$ cat config.mk
export PLATFORM = sky130hd
export DESIGN_NAME = la_axis_framer
export DESIGN_NICKNAME = d
export VERILOG_FILES = /design/src/rtl/la_framer_pkg.sv /design/src/rtl/la_framer_tmo.sv /design/src/rtl/la_axis_framer.sv
export SDC_FILE = /design/constraint.sdc
export NUM_CORES = 1
export LEC_CHECK = 0
export ABC_CLOCK_PERIOD_IN_PS = 3400
export BUFFER_PORTS_ARGS = -buffer_cell sky130_fd_sc_hd__buf_2
export CAP_MARGIN = 20
export CORE_UTILIZATION = 55
export DETAILED_ROUTE_END_ITERATION = 16
export PLACE_DENSITY = 0.89
export SYNTH_ARGS = -nofsm -noshare
export SYNTH_HDL_FRONTEND = slang
export SYNTH_HIERARCHICAL = 1
export SYNTH_SLANG_ARGS = --single-unit
export TNS_END_PERCENT = 10
$ cat constraint.sdc
create_clock -name axis_clk -period 3.4 [get_ports axis_clk]
set_input_delay 0.34 -clock axis_clk [delete_from_list [all_inputs] [get_ports axis_clk]]
set_output_delay 0.34 -clock axis_clk [all_outputs]
set_load 0.02 [all_outputs]
$ cat src/rtl/la_framer_pkg.sv
`default_nettype none
// ============================================================================
//  Module      : la_framer_pkg
//  Description : Shared types and constants for the LA/AS AXI-Stream framer:
//                FSM state encoding, header field offsets, m_tuser encodings
//                and the burst-length clamp helper.
//  Revision    : 1.0 - initial release
// ============================================================================
package la_framer_pkg;

   // Framer FSM states
   typedef enum logic [0:0] {
      IDLE    = 1'b0,
      PAYLOAD = 1'b1
   } framer_state_t;

   // Header beat field offsets within m_tdata
   localparam int LEN_LSB = 16;
   localparam int SEQ_LSB = 0;

   // m_tuser encodings
   localparam logic TUSER_HDR = 1'b1;
   localparam logic TUSER_PAY = 1'b0;

   // Zero is promoted to one beat; anything above the ceiling is capped.
   function automatic logic [7:0] clamp_len(input logic [7:0] len,
                                            input logic [7:0] max_len);
      logic [7:0] res;
      res = len;
      if (len == 8'd0) begin
         res = 8'd1;
      end else if (len > max_len) begin
         res = max_len;
      end
      return res;
   endfunction

   // Header payload: {len[7:0], seq[15:0]} packed at the field offsets.
   function automatic logic [23:0] hdr_fields(input logic [7:0]  len,
                                              input logic [15:0] seq);
      logic [23:0] f;
      f = '0;
      f[LEN_LSB +: 8]  = len;
      f[SEQ_LSB +: 16] = seq;
      return f;
   endfunction

endpackage
`default_nettype wire

$ cat src/rtl/la_framer_tmo.sv
`default_nettype none
// ============================================================================
//  Module      : la_framer_tmo
//  Description : Saturating idle-cycle counter for the framer timeout.
//                Clear has priority over increment; o_match is raised when a
//                non-zero limit equals the current count.
//  Revision    : 1.0 - initial release
// ============================================================================
module la_framer_tmo #(
   parameter int TMO_W = 8
) (
   input  logic             axis_clk,
   input  logic             axi_reset,
   input  logic             i_clr,
   input  logic             i_inc,
   input  logic [TMO_W-1:0] i_limit,
   output logic             o_match
);

   logic [TMO_W-1:0] r_cnt;

   // Idle counter: clear wins, otherwise count up and stick at all-ones
   always_ff @(posedge axis_clk) begin
      if (axi_reset) begin
         r_cnt <= '0;
      end else if (i_clr) begin
         r_cnt <= '0;
      end else if (i_inc && (r_cnt != '1)) begin
         r_cnt <= r_cnt + TMO_W'(1);
      end
   end

   // A zero limit disables the timeout entirely
   assign o_match = (i_limit != '0) && (r_cnt == i_limit);

endmodule
`default_nettype wire

$ cat src/rtl/la_axis_framer.sv
`default_nettype none
// ============================================================================
//  Module      : la_axis_framer
//  Description : Drains the LA/AS sample FIFO and emits AXI-Stream packets of
//                a programmable number of payload beats, closing short packets
//                after an idle timeout. A one-entry hold register delays each
//                sample until its m_tlast value is known.
//                Build option: define FRAMER_HDR_EN to prefix every packet
//                with a header beat {len, seq} flagged by m_tuser=1.
//  Revision    : 1.0 - initial release
// ============================================================================
module la_axis_framer
   import la_framer_pkg::*;
#(
   parameter int WIDTH     = 45,
   parameter int MAX_BURST = 16,
   parameter int TMO_W     = 8
) (
   input  logic             axis_clk,
   input  logic             axi_reset,
   input  logic             enable,
   input  logic             f_vld,
   output logic             f_rdy,
   input  logic [WIDTH-1:0] f_data,
   input  logic [7:0]       burst_len,
   input  logic [TMO_W-1:0] tmo_reg,
   output logic             m_tvalid,
   input  logic             m_tready,
   output logic [WIDTH-1:0] m_tdata,
   output logic             m_tlast,
   output logic             m_tuser,
   output logic [15:0]      pkt_seq,
   output logic             short_pkt
);

   localparam logic [7:0] c_max_len = 8'(MAX_BURST);

   framer_state_t    r_state;
   logic [WIDTH-1:0] r_hold;
   logic [7:0]       r_cnt;
   logic [7:0]       r_len_l;
   logic             r_tvalid;
   logic [WIDTH-1:0] r_tdata;
   logic             r_tlast;
   logic [15:0]      r_pkt_seq;
   logic             r_short_pkt;

   logic             w_out_free;
   logic             w_more;
   logic             w_f_rdy;
   logic             w_accept;
   logic             w_full_close;
   logic             w_tmo_close;
   logic             w_tmo_match;
   logic [7:0]       w_len_clamp;

   assign w_out_free  = !r_tvalid || m_tready;
   assign w_more      = (r_cnt < r_len_l);
   assign w_len_clamp = clamp_len(burst_len, c_max_len);

   // FIFO read-ready: IDLE only needs room downstream, PAYLOAD also needs a
   // pending entry and a packet that is not yet full
   always_comb begin
      w_f_rdy = 1'b0;
      if (r_state == IDLE) begin
         w_f_rdy = enable && w_out_free;
      end else begin
         w_f_rdy = w_out_free && f_vld && w_more;
      end
   end

   assign w_accept     = w_f_rdy && f_vld;
   assign w_full_close = (r_state == PAYLOAD) && !w_more && w_out_free;
   // An accept in the same cycle restarts the idle window instead
   assign w_tmo_close  = (r_state == PAYLOAD) && w_more && w_tmo_match &&
                         w_out_free && !w_accept;

   la_framer_tmo #(
      .TMO_W (TMO_W)
   ) u_tmo (
      .axis_clk  (axis_clk),
      .axi_reset (axi_reset),
      .i_clr     (w_accept),
      .i_inc     (r_state == PAYLOAD),
      .i_limit   (tmo_reg),
      .o_match   (w_tmo_match)
   );

`ifdef FRAMER_HDR_EN
   logic             r_tuser;
   logic [WIDTH-1:0] w_hdr;

   // Header beat image for the packet about to start
   always_comb begin
      w_hdr       = '0;
      w_hdr[23:0] = hdr_fields(w_len_clamp, r_pkt_seq);
   end
`endif

   // Framer FSM with hold and output registers; the output register is only
   // reloaded when it is free, so a stalled beat never changes
   always_ff @(posedge axis_clk) begin
      if (axi_reset) begin
         r_state     <= IDLE;
         r_hold      <= '0;
         r_cnt       <= '0;
         r_len_l     <= '0;
         r_tvalid    <= 1'b0;
         r_tdata     <= '0;
         r_tlast     <= 1'b0;
         r_pkt_seq   <= '0;
         r_short_pkt <= 1'b0;
`ifdef FRAMER_HDR_EN
         r_tuser     <= TUSER_PAY;
`endif
      end else begin
         r_short_pkt <= 1'b0;
         if (w_out_free) begin
            r_tvalid <= 1'b0;
         end
         case (r_state)
            IDLE: begin
               if (w_accept) begin
                  r_hold  <= f_data;
                  r_cnt   <= 8'd1;
                  r_len_l <= w_len_clamp;
                  r_state <= PAYLOAD;
`ifdef FRAMER_HDR_EN
                  r_tvalid <= 1'b1;
                  r_tdata  <= w_hdr;
                  r_tlast  <= 1'b0;
                  r_tuser  <= TUSER_HDR;
`endif
               end
            end
            PAYLOAD: begin
               if (w_accept) begin
                  r_tvalid <= 1'b1;
                  r_tdata  <= r_hold;
                  r_tlast  <= 1'b0;
                  r_hold   <= f_data;
                  r_cnt    <= r_cnt + 8'd1;
`ifdef FRAMER_HDR_EN
                  r_tuser  <= TUSER_PAY;
`endif
               end else if (w_full_close || w_tmo_close) begin
                  r_tvalid    <= 1'b1;
                  r_tdata     <= r_hold;
                  r_tlast     <= 1'b1;
                  r_pkt_seq   <= r_pkt_seq + 16'd1;
                  r_short_pkt <= w_tmo_close;
                  r_state     <= IDLE;
`ifdef FRAMER_HDR_EN
                  r_tuser     <= TUSER_PAY;
`endif
               end
            end
            default: r_state <= IDLE;
         endcase
      end
   end

   assign f_rdy     = w_f_rdy;
   assign m_tvalid  = r_tvalid;
   assign m_tdata   = r_tdata;
   assign m_tlast   = r_tlast;
   assign pkt_seq   = r_pkt_seq;
   assign short_pkt = r_short_pkt;
`ifdef FRAMER_HDR_EN
   assign m_tuser   = r_tuser;
`else
   assign m_tuser   = TUSER_PAY;
`endif

endmodule
`default_nettype wire

======== Word-level counts from Yosys, hierarchy flattened ========
Index checks and enable logic that the tools add are counted.
storage, ports and cells
  bits in registers ....................... 134
  bits in latches ......................... 0
  memory bits (writable) .................. 0
  bits in read-only memories .............. 0
  input port bits ......................... 66
  word-level logic and storage cells ...... 67
  memories ................................ 0
cells by class
  add/sub/neg operators ................... 3
  multipliers ............................. 0
  divide/modulo/power cells ............... 0
  order comparisons ....................... 2
  eq/ne operators ......................... 4
  shift operators ......................... 0
  muxes and demuxes ....................... 19
  bitwise gates (word level) .............. 3
  reductions and logical operators ........ 26
operator list
  cell                     count
  $mux W45                 3
  $mux W8                  4
  $add A16 B1 Y16 const B  1
  $add A8 B1 Y8 const B    2
  $pmux W8 S2              1
  $logic_and A1 B1 Y1      12
  $mux W1                  10
  $eq A8 B8 Y1             1
  $gt A8 B5 Y1 const B     1
  $logic_not A8 Y1         1
  $lt A8 B8 Y1             1
  $ne A8 B8 Y1 const B     1
  $reduce_bool A8 Y1       1
  $reduce_and A2 Y1        3
  $reduce_or A4 Y1         1
  $logic_not A1 Y1         3
  $not A1 Y1               3
  $reduce_and A3 Y1        1
  $logic_or A1 B1 Y1       2
  $ne A2 B1 Y1 const B     1
  $ne A2 B2 Y1 const B     1
  $pmux W1 S2              1
  $reduce_bool A2 Y1       1
  $reduce_or A2 Y1         1

======== Longest topological paths before layout ========
Gate-level depths: netlist of the first run.
  depth in word-level cells ............... 12
  depth in mapped cells ................... 12
  depth with buffers taken out ............ 10

======== Modules after synthesis ========
The synthesis of the first run kept the hierarchy.
modules (own cells, without submodules)
  module          times used  cells each  area each (um2)
  la_axis_framer  1           566         5615.4
  la_framer_tmo   1           63          551.8

======== Worst setup path after synthesis of the first run ========
OpenSTA, ideal clock, no wires.
  path kind ............................... reg-to-reg
  start point ............................. register r_len_l[7]
  end point ............................... register u_tmo.r_cnt[4]
  data arrival time ....................... 2.329 ns
  path slack .............................. 0.952 ns
  stages on the path, launching flop included .. 13
  clock period less this slack ............ 2.448 ns
  path through ............................ dfxtp_1 inv_1 ha_1 a41o_1 a2111oi_4 o31ai_2 and2_1 buf_6 inv_6 buf_12 nor2_1 nor3b_1 o21bai_1
on the way
  word-level cells in the longest chain between the ends .. 5
RTL lines
  item                               line                   RTL
  from (decl)                        la_axis_framer.sv:41   logic [7:0] r_len_l;
  from (signal assigned)             la_axis_framer.sv:126  r_len_l <= w_len_clamp;
  $lt A8 B8 Y1                       la_axis_framer.sv:58   assign w_more = (r_cnt < r_len_l);
  $logic_and A1 B1 Y1                la_axis_framer.sv:68   w_f_rdy = w_out_free && f_vld && w_more;
  $mux W1                            la_axis_framer.sv:65   if (r_state == IDLE) begin
  $logic_and A1 B1 Y1                la_axis_framer.sv:72   assign w_accept = w_f_rdy && f_vld;
  via w_accept                       la_axis_framer.sv:51   logic w_accept;
  $reduce_or A2 Y1 (no source line)  --
  to (signal assigned)               la_framer_tmo.sv:29    r_cnt <= r_cnt + TMO_W'(1);
  to (decl)                          la_framer_tmo.sv:20    logic [TMO_W-1:0] r_cnt;
The timed path passes the listed nets, and every way through them passes these cells.
A chain may end at the register's enable or synchronous reset.

======== Worst setup path after layout of the first run ========
  start point ............................. register r_len_l[7]
  end point ............................... output port f_rdy
on the way
  word-level cells in the longest chain between the ends .. 3
RTL lines
  item                 line                  RTL
  $lt A8 B8 Y1         la_axis_framer.sv:58
  $logic_and A1 B1 Y1  la_axis_framer.sv:68
  $mux W1              la_axis_framer.sv:65
  to (decl)            la_axis_framer.sv:23  output logic f_rdy,
No other way between the ends.

==> metrics, run 1 <==
run status finished, final reports clean; most frequent cells after synthesis nand2b_1, dfxtp_1, mux2i_1, a21oi_1, nand2_1; fin crit share 0.819; leading area contributor after synthesis dfxtp_1; Die H 108 µm; clock root cell clkbuf_8; XOR/XNOR share of the synthesized area 0.00994; placer congestion estimate 0.825; FP Rows 38; CTS Buf Count 17; CP max stage delay 360 ps; Sequential Power Share 0.428; Async SR Flop Fraction 0; launching element of the worst setup path r_len_l[7]$_SDFFE_PP0P_; Wirelength per Cell 14.8 µm; Synth Instances 629; clk_lat worst skew 530 ps; yosys warns 6; Via density 5.48; Worst setup SP type flip-flop; Placed Area 0.00681 mm²; relative slew slack 0.516; Nets 821; CTS resizes 0; P&R area growth vs syn 20.3%; CP endpoint kind output port; share of post-route cells with drive strength above 1 0.237; reg2reg path depth 9; critical path fanouts, max 5; clock group share of total power 0.488; top post-synthesis cells by area dfxtp_1, mux2i_1, nand2b_1; global-route wire length before repair 21500 µm; largest net degree at the start of global routing 86; Fin. Hold Viols 0; Starting DRT DRC Count 309; Worst Tran Pin Value 719 ps; DRT Wirelength 13300 µm; CP required 3060 ps; # Max-Cap Violations 0; Max Root-Sink Buffers 2; Reg-to-Reg Start u_tmo/r_cnt[7]$_SDFFE_PP0P_; Period minus WS final 2780 ps; Clock Pin Slew Worst Setup and Hold Paths 60 ps; switching share of power 0.224; Slowest-stage cell, CP ha_1; M1 wire length 5670 µm; Vias 4920; post-synth cell types 52; crit path to f_rdy; largest family of logic cells by synthesized area simple AND/OR/NAND/NOR gates; P_leak 3.25 nW; Power Internal 2.98 mW; Seq/Total Area, Yosys 0.435; peak supply drop 312 µV; Yosys reg bits 134; DR DRC count 0; total track usage 0.237; Final Non-Filler Cells 898; reg2reg end pkt_seq[8]$_SDFFE_PP0P_; clock skew 4.35 ps; I/O Buffers 130; RSZ-0062 raised after global routing false; mux cell area share after synthesis 0.154; Fin Setup TNS 0 ps; Initial Utilization 0.566; Die ar. 0.0116 mm²; Pre-Repair DR Iteration Count 4; power per cell area 517 mW/mm²; area share of fa/ha/maj cells after synthesis 0.0203; dpl hpwl 9060 µm; top_reg_cell synth dfxtp_1; critical path arrival 2440 ps; Final Setup Violations 0; placed insts 866; hold_buf cts 0; Clock Sinks 134; routed wl met3 621 µm; CTS H-tree depth 4; highest routed layer met4; Final Max Tran Viols 0; met2 wire length 6740 µm; Yosys top cell area share 0.435; Combinational Power Share 0.084; syn avg cell area 9.80 µm²; # Post-CTS Setup Buffers 0; die span in x 108 µm; syn nets 705; vias in the first global route 4786; Achievable Freq 359 MHz; Hold Crit Class in -> reg; Synth Area in Compound Gates 0.0937; finished layout cell area 0.00742 mm²; Simple-Gate Fraction of Synth Area 0.236; synthesized area 0.00617 mm²; CTS tree built; CP cell instances inv_1 > ha_1 > a41o_1 > a21oi_1 > o31a_1 > a31oi_1 > nor2_1 > buf_2; Core Region 0.0109 mm²; reg-to-reg slack, setup 810 ps; total grt overflow 0; Ant. Diodes 0; Tot Pwr 3.84 mW; initial antenna violation count 0; post-route ant nets 0; count leader, synth nand2b_1; Post-synth EDFFs 0; Switch Pwr 0.861 mW; Worst Setup Path Type reg -> out; final hold slack 59.4 ps; Top Ports 132
[layout by cell type (no fill, tap or decap), types with 9 or more instances in the layout]
cell type and instances:
o31ai_1 11, nand4_1 9, buf_2 129, ha_1 10, or3_1 13, inv_1 12, nor2_1 12, nand2b_1 138
clkbuf_16 16, or4_1 11, buf_4 9, nand3_1 14, a21oi_1 35, dfxtp_1 134, mux2i_1 95, nand2_1 23
[routing by layer]
layer,vias to the layer above,track usage
met2,141,0.414
met5,-,0
met1,2324,0.270
li1,2428,-
met4,0,0.113
met3,27,0.0575
[critical path: cells and delay by family (launching register included)]
family                     cells  cell delay [ps]
AOI/OAI and AO/OA              4              880
adders and majority gates      1              360
DFF                            1              320
buffers and inverters          2              220
and+or+nand+nor                1              120
[state kept, by name, indices dropped and copies added (netlist names)]
signal / cells
r_cnt: 8
m_tdata: 45
short_pkt: 1
r_state: 1
r_hold: 45
m_tlast: 1
pkt_seq: 16
u_tmo/r_cnt: 8
r_len_l: 8
m_tvalid: 1
[logic make-up after synthesis]
family | after synthesis
AND/OR/NAND/NOR | 245
other | 1
buffers and inverters | 54
XOR/XNOR | 7
AO/OA/AOI/OAI | 83
adder cells (fa/ha/maj) | 10
multiplexers | 95
flip-flops | 134
[power groups by stage]
| stage | clock (mW) | sequential, mW | combinational [mW] |
|---|---|---|---|
| global route | 1.96 | 1.65 | 0.349 |
| floorplan | 0 | 1.68 | 0.231 |
| global placement | 0 | 1.68 | 0.307 |
| finish | 1.87 | 1.64 | 0.321 |
| CTS | 1.89 | 1.64 | 0.323 |
| detailed placement | 0 | 1.68 | 0.320 |
[through the flow]
step	setup slack, ps	util
3_5_place_dp	840	0.626
2_1_floorplan	952	-
5_1_grt	518	0.682
3_3_place_gp	943	0.626
4_1_cts	617	0.682
6_report	616	0.682
[worst min-delay path by stage]
stage / startpoint / end / slack (ps) / depth (start not counted)
2_1_floorplan: axi_reset / u_tmo/r_cnt[2]$_SDFFE_PP0P_ / 420 / 1
3_3_place_gp: r_len_l[7]$_SDFFE_PP0P_ / r_len_l[7]$_SDFFE_PP0P_ / 430 / 2
3_5_place_dp: r_len_l[6]$_SDFFE_PP0P_ / r_len_l[6]$_SDFFE_PP0P_ / 440 / 2
4_1_cts: f_data[24] / r_hold[24]$_SDFFE_PP0P_ / 40 / 3
5_1_grt: f_data[16] / r_hold[16]$_SDFFE_PP0P_ / 60 / 3
6_report: f_data[24] / r_hold[24]$_SDFFE_PP0P_ / 60 / 3
[area by class of cell]
| class | instances | area, µm² |
|---|---|---|
| fill | 800 | 3470 |
| sequential | 134 | 2680 |
| tap | 140 | 175 |
| timing repair buffer | 138 | 713 |
| clock buffer | 24 | 490 |
| multi-input combinational | 441 | 3190 |
| inverter | 13 | 53.8 |
| clock inverter | 8 | 119 |
No activity file was read; power rests on OpenSTA's default activity.
==> run 2, diff against run 1 <==
Settings changed: ABC_CLOCK_PERIOD_IN_PS 3400 to 2300, CORE_UTILIZATION 55 to 49, PLACE_DENSITY 0.89 to 0.85.
Clock period 3.4 ns to 2.3 ns, I/O delays scaled along.
==> metrics, run 2 (synthesis results as in run 1) <==
Ant. Diodes 0 (unchanged); Via density 5.20 (-5.1%); Final Setup Violations 65 (+65); Pre-Repair DR Iteration Count 5 (+1); DR DRC count 0 (unchanged); run status finished, violations left; RSZ-0062 raised after global routing true; peak supply drop 585 µV (+88%); initial antenna violation count 0 (unchanged); Worst Tran Pin Value 800 ps (+80.3 ps); share of post-route cells with drive strength above 1 0.318 (+0.0805); FP Rows 40 (+5.3%); Tot Pwr 5.81 mW (+51%); CTS tree built; finished layout cell area 0.00807 mm² (+8.8%); Period minus WS final 2450 ps; placer congestion estimate 0.823 (-0.33%); Max Root-Sink Buffers 2 (unchanged); launching element of the worst setup path r_cnt[7]$_SDFFE_PP0P_; commonest non-fill, non-tap cell in the layout nand2b_1; area taken by multi-input logic gates 0.00333 mm² (+4.5%); die span in x 114 µm (+5.8%); power per cell area 720 mW/mm² (+39%); Wirelength per Cell 14.8 µm (-0.11%); Nets 868 (+5.7%); total track usage 0.220 (-0.0165); CTS H-tree depth 4 (unchanged); Clock Pin Slew Worst Setup and Hold Paths 60 ps (about the same); global-route wire length before repair 22500 µm (+4.8%); Die H 114 µm (+5.8%); fin crit share 1.07; reg2reg path depth 11 (+2); Top Ports 132 (unchanged); vias in the first global route 4862 (+1.6%); HP Start f_data[43]; # Max-Cap Violations 0 (unchanged); relative slew slack 0.462 (-0.0540); reg-to-reg slack, setup -150 ps (-960 ps); Worst Setup Path Type reg -> reg; fillers 946 (+18%); Starting DRT DRC Count 292 (-5.5%); largest net degree at the start of global routing 61 (-29%); hold_buf cts 0 (unchanged); P_leak 3.54 nW (+8.7%); post-route ant nets 0 (unchanged); dpl hpwl 9210 µm (+1.6%); critical path fanouts, max 6 (+1); clock root cell clkbuf_16; placed insts 924 (+6.7%); Vias 5061 (+2.9%); Hold Crit Class in -> reg; Placed Area 0.00713 mm² (+4.7%); clk_lat worst skew 420 ps (-110 ps); Worst setup SP type flip-flop; most frequent cells in the layout nand2b_1, dfxtp_1, buf_2; Clock Sinks 134 (unchanged); area occupied by registers 0.00269 mm² (+0.14%); Fin Setup TNS -4420 ps (-4420 ps); Achievable Freq 408 MHz; Initial Utilization 0.507 (-0.0593); P&R area growth vs syn 30.9%; Reg-to-Reg Start r_cnt[7]$_SDFFE_PP0P_; crit path to u_tmo/r_cnt[4]$_SDFFE_PP0P_; critical path arrival 2750 ps (+310 ps); Final Max Tran Viols 0 (unchanged); Die ar. 0.0130 mm² (+12%); Final Non-Filler Cells 973 (+8.4%); CP required 2600 ps (-460 ps); reg2reg end u_tmo/r_cnt[4]$_SDFFE_PP0P_; clock skew 7.56 ps (+3.21 ps); CTS Buf Count 17 (unchanged); total grt overflow 0 (unchanged); DRT Wirelength 14400 µm (+8.2%); CP endpoint kind flip-flop; min setup slack post-route -154 ps (-770 ps); violated checks negative setup slack; Fin. Hold Viols 0 (unchanged); Core Region 0.0122 mm² (+12%); I/O Buffers 130 (unchanged)
-- run 2: area by class of cell --
| class | instances | area share |
|---|---|---|
| clock buffer | 22 | 0.0600 |
| clock inverter | 10 | 0.0178 |
| inverter | 13 | 0.00698 |
| multi-input combinational | 442 | 0.413 |
| sequential | 134 | 0.333 |
| tap | 168 | 0.0260 |
| timing repair buffer | 184 | 0.144 |
-- run 2: through the flow --
stage | setup WS [ps] | hold WS [ps] | utilization
after floorplan | 6.98 | 309 | -
final | -154 | 64.3 | 0.664
after detailed placement | -157 | 453 | 0.586
after CTS | -163 | 53.2 | 0.646
after global routing | -262 | 63.5 | 0.664
after global placement | -80.8 | 442 | 0.586
-- run 2: critical path, stage by stage, from the launching register on --
cell       delay (ps)
dfxtp_2           340
ha_4              250
buf_6             110
a41o_1            200
buf_6             130
a2111oi_4         430
o31ai_4           180
and2_4            220
inv_8              90
nor2_4             50
nor3b_2           170
o21bai_1          160
-- run 2: how the worst min path moves through the flow --
| stage | slack (ps) | endpoint | cells after the start |
|---|---|---|---|
| 3_3_place_gp | 440 | r_len_l[1]$_SDFFE_PP0P_ | 2 |
| 3_5_place_dp | 450 | r_len_l[2]$_SDFFE_PP0P_ | 2 |
| 2_1_floorplan | 310 | u_tmo/r_cnt[2]$_SDFFE_PP0P_ | 1 |
| 5_1_grt | 60 | r_hold[44]$_SDFFE_PP0P_ | 3 |
| 6_report | 60 | r_hold[43]$_SDFFE_PP0P_ | 3 |
| 4_1_cts | 50 | r_hold[43]$_SDFFE_PP0P_ | 3 |
-- run 2: metal layers --
metal  vias to the layer above  part of all wire  track usage
met4                         0             0.013       0.0831
met2                       165              0.49        0.377
li1                       2519                 -            -
met1                      2356              0.43        0.256
met3                        21             0.068       0.0725
met5                         -                 0            0
-- run 2: repair_timing --
item / in CTS / in global routing
endpoints found under the hold margin: 0 / 0
pin swaps: 17 / 13
gates resized for setup: 16 / 23
gates cloned: 0 / 2
endpoints found under the setup margin: 60 / 88
buffers inserted: 6 / 9
-- run 2: where the power goes --
group          switching, mW  internal [mW]  total, mW  leakage, nW
clock                   1.00           1.82       2.83        0.299
sequential            0.0299           2.39       2.42         1.09
combinational          0.287          0.268      0.555         2.15
total                   1.32           4.49       5.81         3.54
